File: src/rtl/bp_pkg.sv
// Shared encodings for the branch predictor/resolver: branch-type bits,
// ALU flag positions, 2-bit counter states and the saturating update rule.
`default_nettype none

package bp_pkg;

  localparam int BR_W    = 6;
  localparam int BR_BEQ  = 5;
  localparam int BR_BNE  = 4;
  localparam int BR_BLT  = 3;
  localparam int BR_BGE  = 2;
  localparam int BR_BLTU = 1;
  localparam int BR_BGEU = 0;

  localparam int FLAG_W = 4;
  localparam int FLAG_N = 3;
  localparam int FLAG_Z = 2;
  localparam int FLAG_C = 1;
  localparam int FLAG_V = 0;

  typedef logic [1:0] ctr_t;

  localparam ctr_t CTR_SNT = 2'b00;
  localparam ctr_t CTR_WNT = 2'b01;
  localparam ctr_t CTR_WT  = 2'b10;
  localparam ctr_t CTR_ST  = 2'b11;

  // Counter moves one step toward the outcome and sticks at either end.
  function automatic ctr_t ctr_next(input ctr_t ctr, input logic taken);
    ctr_t nxt;
    nxt = ctr;
    if (taken) begin
      if (ctr != CTR_ST) nxt = ctr + 2'd1;
    end else begin
      if (ctr != CTR_SNT) nxt = ctr - 2'd1;
    end
    return nxt;
  endfunction

endpackage

`default_nettype wire

File: src/rtl/branch_cond_eval.sv
// Combinational branch/jump outcome from one-hot (or multi-hot) type and {N,Z,C,V}.
`default_nettype none

module branch_cond_eval
  import bp_pkg::*;
(
  input  logic              valid,
  input  logic [BR_W-1:0]   branch,
  input  logic              jump,
  input  logic [FLAG_W-1:0] flags,
  output logic              taken
);

  logic n, z, c, v;
  logic signed_lt;
  logic cond_hit;

  assign n = flags[FLAG_N];
  assign z = flags[FLAG_Z];
  assign c = flags[FLAG_C];
  assign v = flags[FLAG_V];

  // C set means no borrow, i.e. unsigned a >= b.
  assign signed_lt = n ^ v;

  assign cond_hit = (branch[BR_BEQ]  &  z)
                  | (branch[BR_BNE]  & ~z)
                  | (branch[BR_BLT]  &  signed_lt)
                  | (branch[BR_BGE]  & ~signed_lt)
                  | (branch[BR_BLTU] & ~c)
                  | (branch[BR_BGEU] &  c);

  assign taken = valid & (jump | cond_hit);

endmodule

`default_nettype wire

File: src/rtl/branch_predict_resolve.sv
// Bimodal 2-bit-counter predictor with execute-stage resolution and redirect.
// Optional performance counters are built only when BP_STATS_EN is defined.
`default_nettype none

module branch_predict_resolve
  import bp_pkg::*;
#(
  parameter int   XLEN        = 32,
  parameter int   BHT_ENTRIES = 64,
  parameter ctr_t CTR_INIT    = 2'b01
) (
  input  logic              clk,
  input  logic              rst,
  input  logic [XLEN-1:0]   if_pc,
  output logic              pred_taken,
  input  logic              ex_valid,
  input  logic              ex_stall,
  input  logic [XLEN-1:0]   ex_pc,
  input  logic [BR_W-1:0]   ex_branch,
  input  logic              ex_jump,
  input  logic [FLAG_W-1:0] ex_alu_flags,
  input  logic              ex_pred_taken,
  output logic              ex_taken,
  output logic              redirect,
  output logic              redirect_taken,
  output logic [31:0]       stat_branches,
  output logic [31:0]       stat_mispredicts
);

  localparam int IDX_W = $clog2(BHT_ENTRIES);

  ctr_t             bht [0:BHT_ENTRIES-1];
  logic [IDX_W-1:0] if_idx;
  logic [IDX_W-1:0] ex_idx;
  logic             fire;
  logic             do_update;
  logic             mispredict;
  logic             unused_pc_bits;

  // Word-aligned index; upper PC bits alias freely.
  assign if_idx = if_pc[IDX_W+1:2];
  assign ex_idx = ex_pc[IDX_W+1:2];

  assign unused_pc_bits = ^{if_pc, ex_pc};

  // Read is the pre-update value even when the same entry is being written.
  assign pred_taken = bht[if_idx][1];

  branch_cond_eval u_cond (
    .valid  (ex_valid),
    .branch (ex_branch),
    .jump   (ex_jump),
    .flags  (ex_alu_flags),
    .taken  (ex_taken)
  );

  assign fire       = ex_valid & ~ex_stall;
  assign do_update  = fire & (|ex_branch);
  assign mispredict = fire & (ex_taken ^ ex_pred_taken);

  always_ff @(posedge clk) begin
    if (rst) begin
      for (int i = 0; i < BHT_ENTRIES; i++) begin
        bht[i] <= CTR_INIT;
      end
    end else if (do_update) begin
      bht[ex_idx] <= ctr_next(bht[ex_idx], ex_taken);
    end
  end

  // A stalled mispredict simply waits: it fires once the stall releases.
  always_ff @(posedge clk) begin
    if (rst) begin
      redirect       <= 1'b0;
      redirect_taken <= 1'b0;
    end else begin
      redirect       <= mispredict;
      redirect_taken <= ex_taken;
    end
  end

`ifdef BP_STATS_EN
  logic [31:0] branch_cnt;
  logic [31:0] mispredict_cnt;

  always_ff @(posedge clk) begin
    if (rst) begin
      branch_cnt     <= 32'd0;
      mispredict_cnt <= 32'd0;
    end else begin
      if (fire)       branch_cnt     <= branch_cnt + 32'd1;
      if (mispredict) mispredict_cnt <= mispredict_cnt + 32'd1;
    end
  end

  assign stat_branches    = branch_cnt;
  assign stat_mispredicts = mispredict_cnt;
`else
  assign stat_branches    = 32'd0;
  assign stat_mispredicts = 32'd0;
`endif

endmodule

`default_nettype wire
File: config.mk
export PLATFORM = sky130hd
export DESIGN_NAME = branch_predict_resolve
export DESIGN_NICKNAME = d
export VERILOG_FILES = /design/src/rtl/bp_pkg.sv /design/src/rtl/branch_cond_eval.sv /design/src/rtl/branch_predict_resolve.sv
export SDC_FILE = /design/constraint.sdc
export NUM_CORES = 1
export LEC_CHECK = 0
export ABC_AREA = 1
export CAP_MARGIN = 20
export CORE_MARGIN = 3
export CORE_UTILIZATION = 58
export CTS_CLUSTER_SIZE = 25
export DETAILED_ROUTE_END_ITERATION = 6
export GPL_TIMING_DRIVEN = 0
export PLACE_DENSITY_LB_ADDON = 0.08
export SETUP_SLACK_MARGIN = 0.3
export SYNTH_ARGS = -nofsm -noshare
export SYNTH_HDL_FRONTEND = slang
export SYNTH_HIERARCHICAL = 1
export SYNTH_SLANG_ARGS = --single-unit
File: constraint.sdc
create_clock -name clk -period 6.3 [get_ports clk]
set_input_delay 0.945 -clock clk [delete_from_list [all_inputs] [get_ports clk]]
set_output_delay 0.945 -clock clk [all_outputs]
set_load 0.05 [all_outputs]
==> implementation parameters, run 1 <==
Parameter                              Value

Outcome
  Result of the run    finished, violations left
  Violations in the final reports    DRC

Placement
  Detailed Place HPWL    17600 µm
  Port-buffer cells    27
  Weighted congestion at the end of routability-driven global placement    1.03

Routing
  Pre-antenna DRT Iters    7
  Routed wirelength normalized by instance count    18.4 µm
  Total number of vias    7879
  DR iter-0 viols    1205
  Detailed Route WL    26200 µm
  Number of vias per cell after detailed routing    5.54
  Post-route ant nets    0
  Number of remaining DRC errors    3

Clocking
  Clock tree from TritonCTS    done
  Root buf cell    sky130_fd_sc_hd__clkbuf_16
  Post-cts hold buffer count    0
  Total number of H-tree levels    4
  Clock sinks    130
  Total CTS buffers    17
  Buffers inserted during post-CTS setup optimization    0
  Clock-pin slew on the worst setup and hold paths    50 ps
  Worst-skew pair later-pin latency    430 ps
  Post-cts resize count    0
  Clock buffer depth    2

Timing
  Achievable frequency    0.188 GHz
  Final worst path period share    0.844
  Clk_skew    11.1 ps
  Rel. slew slack    0.359
  Setup-failing EPs final    0
  RSZ-0062 raised after global routing    false
  Final count of hold timing violations    0
  Final hold slack    1090 ps
  Total negative slack for setup checks    0 ps
  Slew at the pin closest to its max-slew limit    961 ps
  Clock period minus worst slack    5320 ps
  Final number of max-transition violations    0

Die
  Core Rows    42
  Full die area    0.0157 mm²
  Starting density of the core    0.607
  Die Span Y    125 µm
  Ports placed on the boundary    148
  Die outline width    125 µm
  Core area    0.0136 mm²

Min path
  Hold/Removal Path Class    in -> reg
  Start point of the worst hold path    ex_stall

Global routing
  Initial antenna violation count    0
  Global Route met2 Usage    0.504
  Number of global-route vias before repair    6827
  Global-route track usage on met1    0.432
  GRT busiest layer    met2
  GRT Resource Usage Total    0.332
  Remaining global-route overflow    0
  First-pass GRT wire length    38900 µm
  Pin count of the biggest net entering global routing    17
  Global routing met3 resource utilization    0.110

Yosys
  Post-synthesis instance total    1124
  Syn_area_per_cell    7.32 µm²
  Register area share after synthesis    0.472
  Register bit total from synthesis    130
  Netlist area before placement    0.00823 mm²
  Yosys warning total    6
  Number of distinct standard cells referenced by the synthesized netlist    27

Worst setup path
  Critical path data required time    5350 ps
  Worst flop-to-flop path startpoint    bht[32][1]
  Crit. End Element    primary output
  Cell mode on critical path    sky130_fd_sc_hd__o21ai_0
  Critical-path cell with the highest stage delay    sky130_fd_sc_hd__clkdlybuf4s50_1
  Startpoint Class    primary input
  Crit-path leading delay family    buffers and inverters
  Ordered cell list for the critical path    clkdlybuf4s50_1, clkbuf_1, clkbuf_1, o21ai_0, o21ai_0, o21ai_0, o21ai_0, nand3_1, nand2_1, clkdlybuf4s50_1
  Critical path arrival    4370 ps
  Peak per-stage delay on the critical path    810 ps
  Biggest fanout along the worst timing path    10
  Worst Path Buf+Inv    4
  Crit path kind    in -> out
  Worst setup path start    if_pc[2]

Cells and area
  Utilization after layout    0.705
  Area added between synthesis and finish    16.1%
  Most common cell after layout, fill and taps aside    sky130_fd_sc_hd__nand2_1
  Antenna diodes    0
  Final layout net count    1313
  Share of final-layout standard cells stronger than drive strength 1    0.109
  Top library cells by usage in the layout, fill and taps aside    sky130_fd_sc_hd__nand2_1, sky130_fd_sc_hd__nor2_1, sky130_fd_sc_hd__edfxtp_1, sky130_fd_sc_hd__inv_1, sky130_fd_sc_hd__nand3_1

Pwr
  Maximum vdd drop    0.192 mV
  Static leakage    4.11 nW
  Power density over cell area    255 mW/mm²

Flow run
  Number of violations of the max-capacitance limit    0
flip-flops by register name, summed over array words and instances (netlist names):
signal          cells
redirect            1
redirect_taken      1
bht               128
through the flow:
step | std cells | cell area [µm²] | power, mW | setup WS [ps]
2_1_floorplan | 1187 | 8460 | 1.30 | 3050
3_3_place_gp | 1390 | 8950 | 1.42 | 1130
3_5_place_dp | 1390 | 8950 | 1.43 | 1110
4_1_cts | 1421 | 9550 | 2.42 | 1110
5_1_grt | 1421 | 9550 | 2.50 | 949
6_report | 1421 | 9550 | 2.44 | 981
cells by family after synthesis:
| group | synth area share |
|---|---|
| AOI/OAI and AO/OA | 0.0509 |
| xor gates and xnor gates | 0.00106 |
| buffers and inverters | 0.153 |
| DFF | 0.472 |
| other | 0.000456 |
| and+or+nand+nor | 0.322 |
power breakdown:
| group | switching [mW] | internal [mW] |
|---|---|---|
| registers | 0.0101 | 0.964 |
| clock network | 0.362 | 0.651 |
| logic | 0.331 | 0.118 |
area by class of cell:
type | count | area, µm²
repair buffers | 27 | 270
clock inverters | 13 | 168
flip-flops and latches | 130 | 3880
multi-input cells | 810 | 3320
well taps | 176 | 220
inverters | 126 | 473
clock buffers | 18 | 429
fillers | 1152 | 4010
plain buffers | 121 | 788
metal layers:
metal / vias to the layer above / wire length (µm)
li1: 3648 / -
met1: 3487 / 9300
met2: 637 / 11400
met3: 107 / 4150
met4: 0 / 1330
met5: - / 0
cells in the mapped netlist (all sizes together):
cell type | instances | area, µm²
clkinv | 1 | 3.75
a221oi | 1 | 8.76
o22ai | 8 | 50.1
clkbuf | 19 | 71.3
nand4 | 1 | 6.26
nor3 | 9 | 45.0
or2 | 4 | 25.0
conb | 1 | 3.75
nand3 | 90 | 450
nor2 | 184 | 696
edfxtp | 128 | 3840
dfxtp | 2 | 40.0
nand2 | 376 | 1420
xnor2 | 1 | 8.76
o211ai | 4 | 30.0
o21ai | 55 | 275
a21oi | 11 | 55.1
nor4 | 2 | 12.5
buf | 102 | 717
inv | 125 | 469
final timing paths:
path,endpoint,slack (ps),cells after the start
max,pred_taken,980,10
min,redirect,1090,2
max reg2reg,bht[58][0],4010,10
min reg2reg,bht[39][0],1260,9
No activity file was read; power rests on OpenSTA's default activity.
==> inputs of run 2 (changes only) <==
Settings changed: CORE_UTILIZATION 58 to 54.
Clock period 6.3 ns to 5.3 ns, I/O delays scaled along.
==> run 2 against run 1 <==
  * The flow now finishes without violations
  * Final cell count rose by 0.63%
  * Design area about the same
  * Hold slack got worse by 150 ps
  * Combinational power is 18% higher
  * Clock skew fell by 0.73 ps
  * Via count decreased by 0.63%
  * Wire length increased by 0.70%
  * Global-route usage decreased by 1.1 points
  * Clock power is 16% higher
  * Critical endpoint unchanged
  * Largest power group unchanged
  * Highest routed layer unchanged
==> implementation parameters, run 2 (same netlist as run 1, synthesis figures left out) <==
Parameter                              Value

Die
  Die Span Y    129 µm (was 125 µm)
  Die outline width    129 µm (was 125 µm)
  Full die area    0.0168 mm² (was 0.0157 mm²)
  Core area    0.0147 mm² (was 0.0136 mm²)
  Ports placed on the boundary    148 (unchanged)
  Starting density of the core    0.560 (was 0.607)
  Core Rows    44 (was 42)

Routing
  Pre-antenna DRT Iters    6 (was 7)
  Detailed Route WL    26400 µm (was 26200 µm)
  Number of vias per cell after detailed routing    5.47 (was 5.54)
  Total number of vias    7829 (was 7879)
  Post-route ant nets    0 (unchanged)
  DR iter-0 viols    1208 (was 1205)
  Number of remaining DRC errors    0 (was 3)
  Routed wirelength normalized by instance count    18.5 µm (was 18.4 µm)

Global routing
  GRT Resource Usage Total    0.321 (was 0.332)
  Initial antenna violation count    0 (unchanged)
  Number of global-route vias before repair    6835 (was 6827)
  Remaining global-route overflow    0 (unchanged)
  Global-route track usage on met1    0.432 (about the same)
  First-pass GRT wire length    39300 µm (was 38900 µm)
  Pin count of the biggest net entering global routing    17 (unchanged)
  GRT busiest layer    met2 (unchanged)
  Global routing met3 resource utilization    0.0890 (was 0.110)
  Global Route met2 Usage    0.480 (was 0.504)

Timing
  Setup-failing EPs final    0 (unchanged)
  RSZ-0062 raised after global routing    false (unchanged)
  Final worst path period share    0.914
  Total negative slack for setup checks    0 ps (unchanged)
  Clock period minus worst slack    4840 ps
  Final hold slack    936 ps (was 1090 ps)
  Slew at the pin closest to its max-slew limit    911 ps (was 961 ps)
  Final count of hold timing violations    0 (unchanged)
  Achievable frequency    0.206 GHz
  Final number of max-transition violations    0 (unchanged)
  Clk_skew    10.4 ps (was 11.1 ps)
  Rel. slew slack    0.393 (was 0.359)

Pwr
  Static leakage    4.10 nW (was 4.11 nW)
  Power density over cell area    300 mW/mm² (was 255 mW/mm²)
  Total power draw    2.86 mW (was 2.44 mW)
  Maximum vdd drop    0.218 mV (was 0.192 mV)

Cells and area
  Top library cells by usage in the layout, fill and taps aside    sky130_fd_sc_hd__nand2_1, sky130_fd_sc_hd__nor2_1, sky130_fd_sc_hd__edfxtp_1, sky130_fd_sc_hd__inv_1, sky130_fd_sc_hd__nand3_1 (unchanged)
  Utilization after layout    0.650 (was 0.705)
  Antenna diodes    0 (unchanged)
  Filler cell count in the final layout    1313 (was 1152)
  Final layout net count    1313 (unchanged)
  Max reg flops    128 (unchanged)
  Most common cell after layout, fill and taps aside    sky130_fd_sc_hd__nand2_1 (unchanged)
  Largest registers    bht x128, redirect x1, redirect_taken x1 (unchanged)
  Reg with most FFs    bht (unchanged)
  Share of final-layout standard cells stronger than drive strength 1    0.113 (was 0.109)
  Area added between synthesis and finish    16.1% (about the same)

Clocking
  Clock-pin slew on the worst setup and hold paths    60 ps (was 50 ps)
  Worst-skew pair later-pin latency    430 ps (about the same)
  Clock sinks    130 (unchanged)
  Total CTS buffers    17 (unchanged)
  Total number of H-tree levels    4 (unchanged)
  Clock tree from TritonCTS    done (unchanged)
  Root buf cell    sky130_fd_sc_hd__clkbuf_16 (unchanged)
  Clock buffer depth    2 (unchanged)

Worst setup path
  Crit. End Element    primary output (unchanged)
  Crit path kind    in -> out (unchanged)
  Biggest fanout along the worst timing path    10 (unchanged)
  Startpoint Class    primary input (unchanged)
  Critical path arrival    4050 ps (was 4370 ps)
  Critical path data required time    4510 ps (was 5350 ps)

Min path
  Hold/Removal Path Class    in -> reg (unchanged)

Placement
  Port-buffer cells    27 (unchanged)
  Detailed Place HPWL    18000 µm (was 17600 µm)
  Weighted congestion at the end of routability-driven global placement    1.00 (was 1.03)

Outcome
  Result of the run    finished, final reports clean (was finished, violations left)

Flow run
  Number of violations of the max-capacitance limit    0 (unchanged)
==> run 2: area by class of cell <==
| type | instances | area, µm² | area share |
|---|---|---|---|
| repair buffers | 27 | 270 | 0.0283 |
| well taps | 184 | 230 | 0.0241 |
| clock buffers | 17 | 425 | 0.0445 |
| plain buffers | 121 | 790 | 0.0827 |
| flip-flops and latches | 130 | 3880 | 0.407 |
| clock inverters | 15 | 158 | 0.0165 |
| inverters | 126 | 473 | 0.0495 |
| multi-input cells | 810 | 3320 | 0.348 |
==> run 2: per-stage QoR <==
step                setup WS (ps)  area (µm²)  cells
finish                        456        9550   1430
global route                  365        9550   1430
CTS                           463        9550   1430
detailed placement            461        8960   1398
global placement              462        8960   1398
floorplan                    2350        8460   1187
==> run 2: routing by layer <==
metal | routed length, µm | share of wire | vias up
li1 | - | - | 3643
met1 | 9950 | 0.38 | 3487
met2 | 11500 | 0.44 | 593
met3 | 3570 | 0.14 | 106
met4 | 1380 | 0.052 | 0
met5 | 0 | 0 | -
==> run 2: power by group <==
group	switching, mW	internal, mW	leakage [nW]	total [mW]
Clock	0.475	0.694	0.276	1.17
Combinational	0.392	0.141	2.70	0.533
Sequential	0.0130	1.15	1.13	1.16
Total	0.880	1.98	4.10	2.86
==> run 2: worst max-delay path: stages <==
cell and delay (ps):
sky130_fd_sc_hd__clkdlybuf4s50_1 540, sky130_fd_sc_hd__clkbuf_1 480, sky130_fd_sc_hd__clkbuf_1 540, sky130_fd_sc_hd__o21ai_0 140, sky130_fd_sc_hd__o21ai_0 130, sky130_fd_sc_hd__o21ai_0 110, sky130_fd_sc_hd__o21ai_0 270, sky130_fd_sc_hd__nand3_1 110
sky130_fd_sc_hd__nand2_1 120, sky130_fd_sc_hd__clkdlybuf4s50_1 810
==> run 2: final timing paths <==
| check | from | to | slack (ps) | cells after the start |
|---|---|---|---|---|
| setup reg to reg | bht[32][1] | bht[27][0] | 2950 | 10 |
| hold reg to reg | bht[39][1] | bht[41][0] | 1250 | 9 |
| setup / recovery | if_pc[2] | pred_taken | 460 | 10 |
| hold / removal | ex_stall | redirect | 940 | 2 |
==> run 2: repair_timing <==
action / 4_1_cts / 5_1_grt
hold buffers: 0 / 0
endpoints found under the setup margin: 0 / 1
hold endpoints to repair: 0 / 0
resized for setup: 0 / 2
setup buffers: 0 / 0
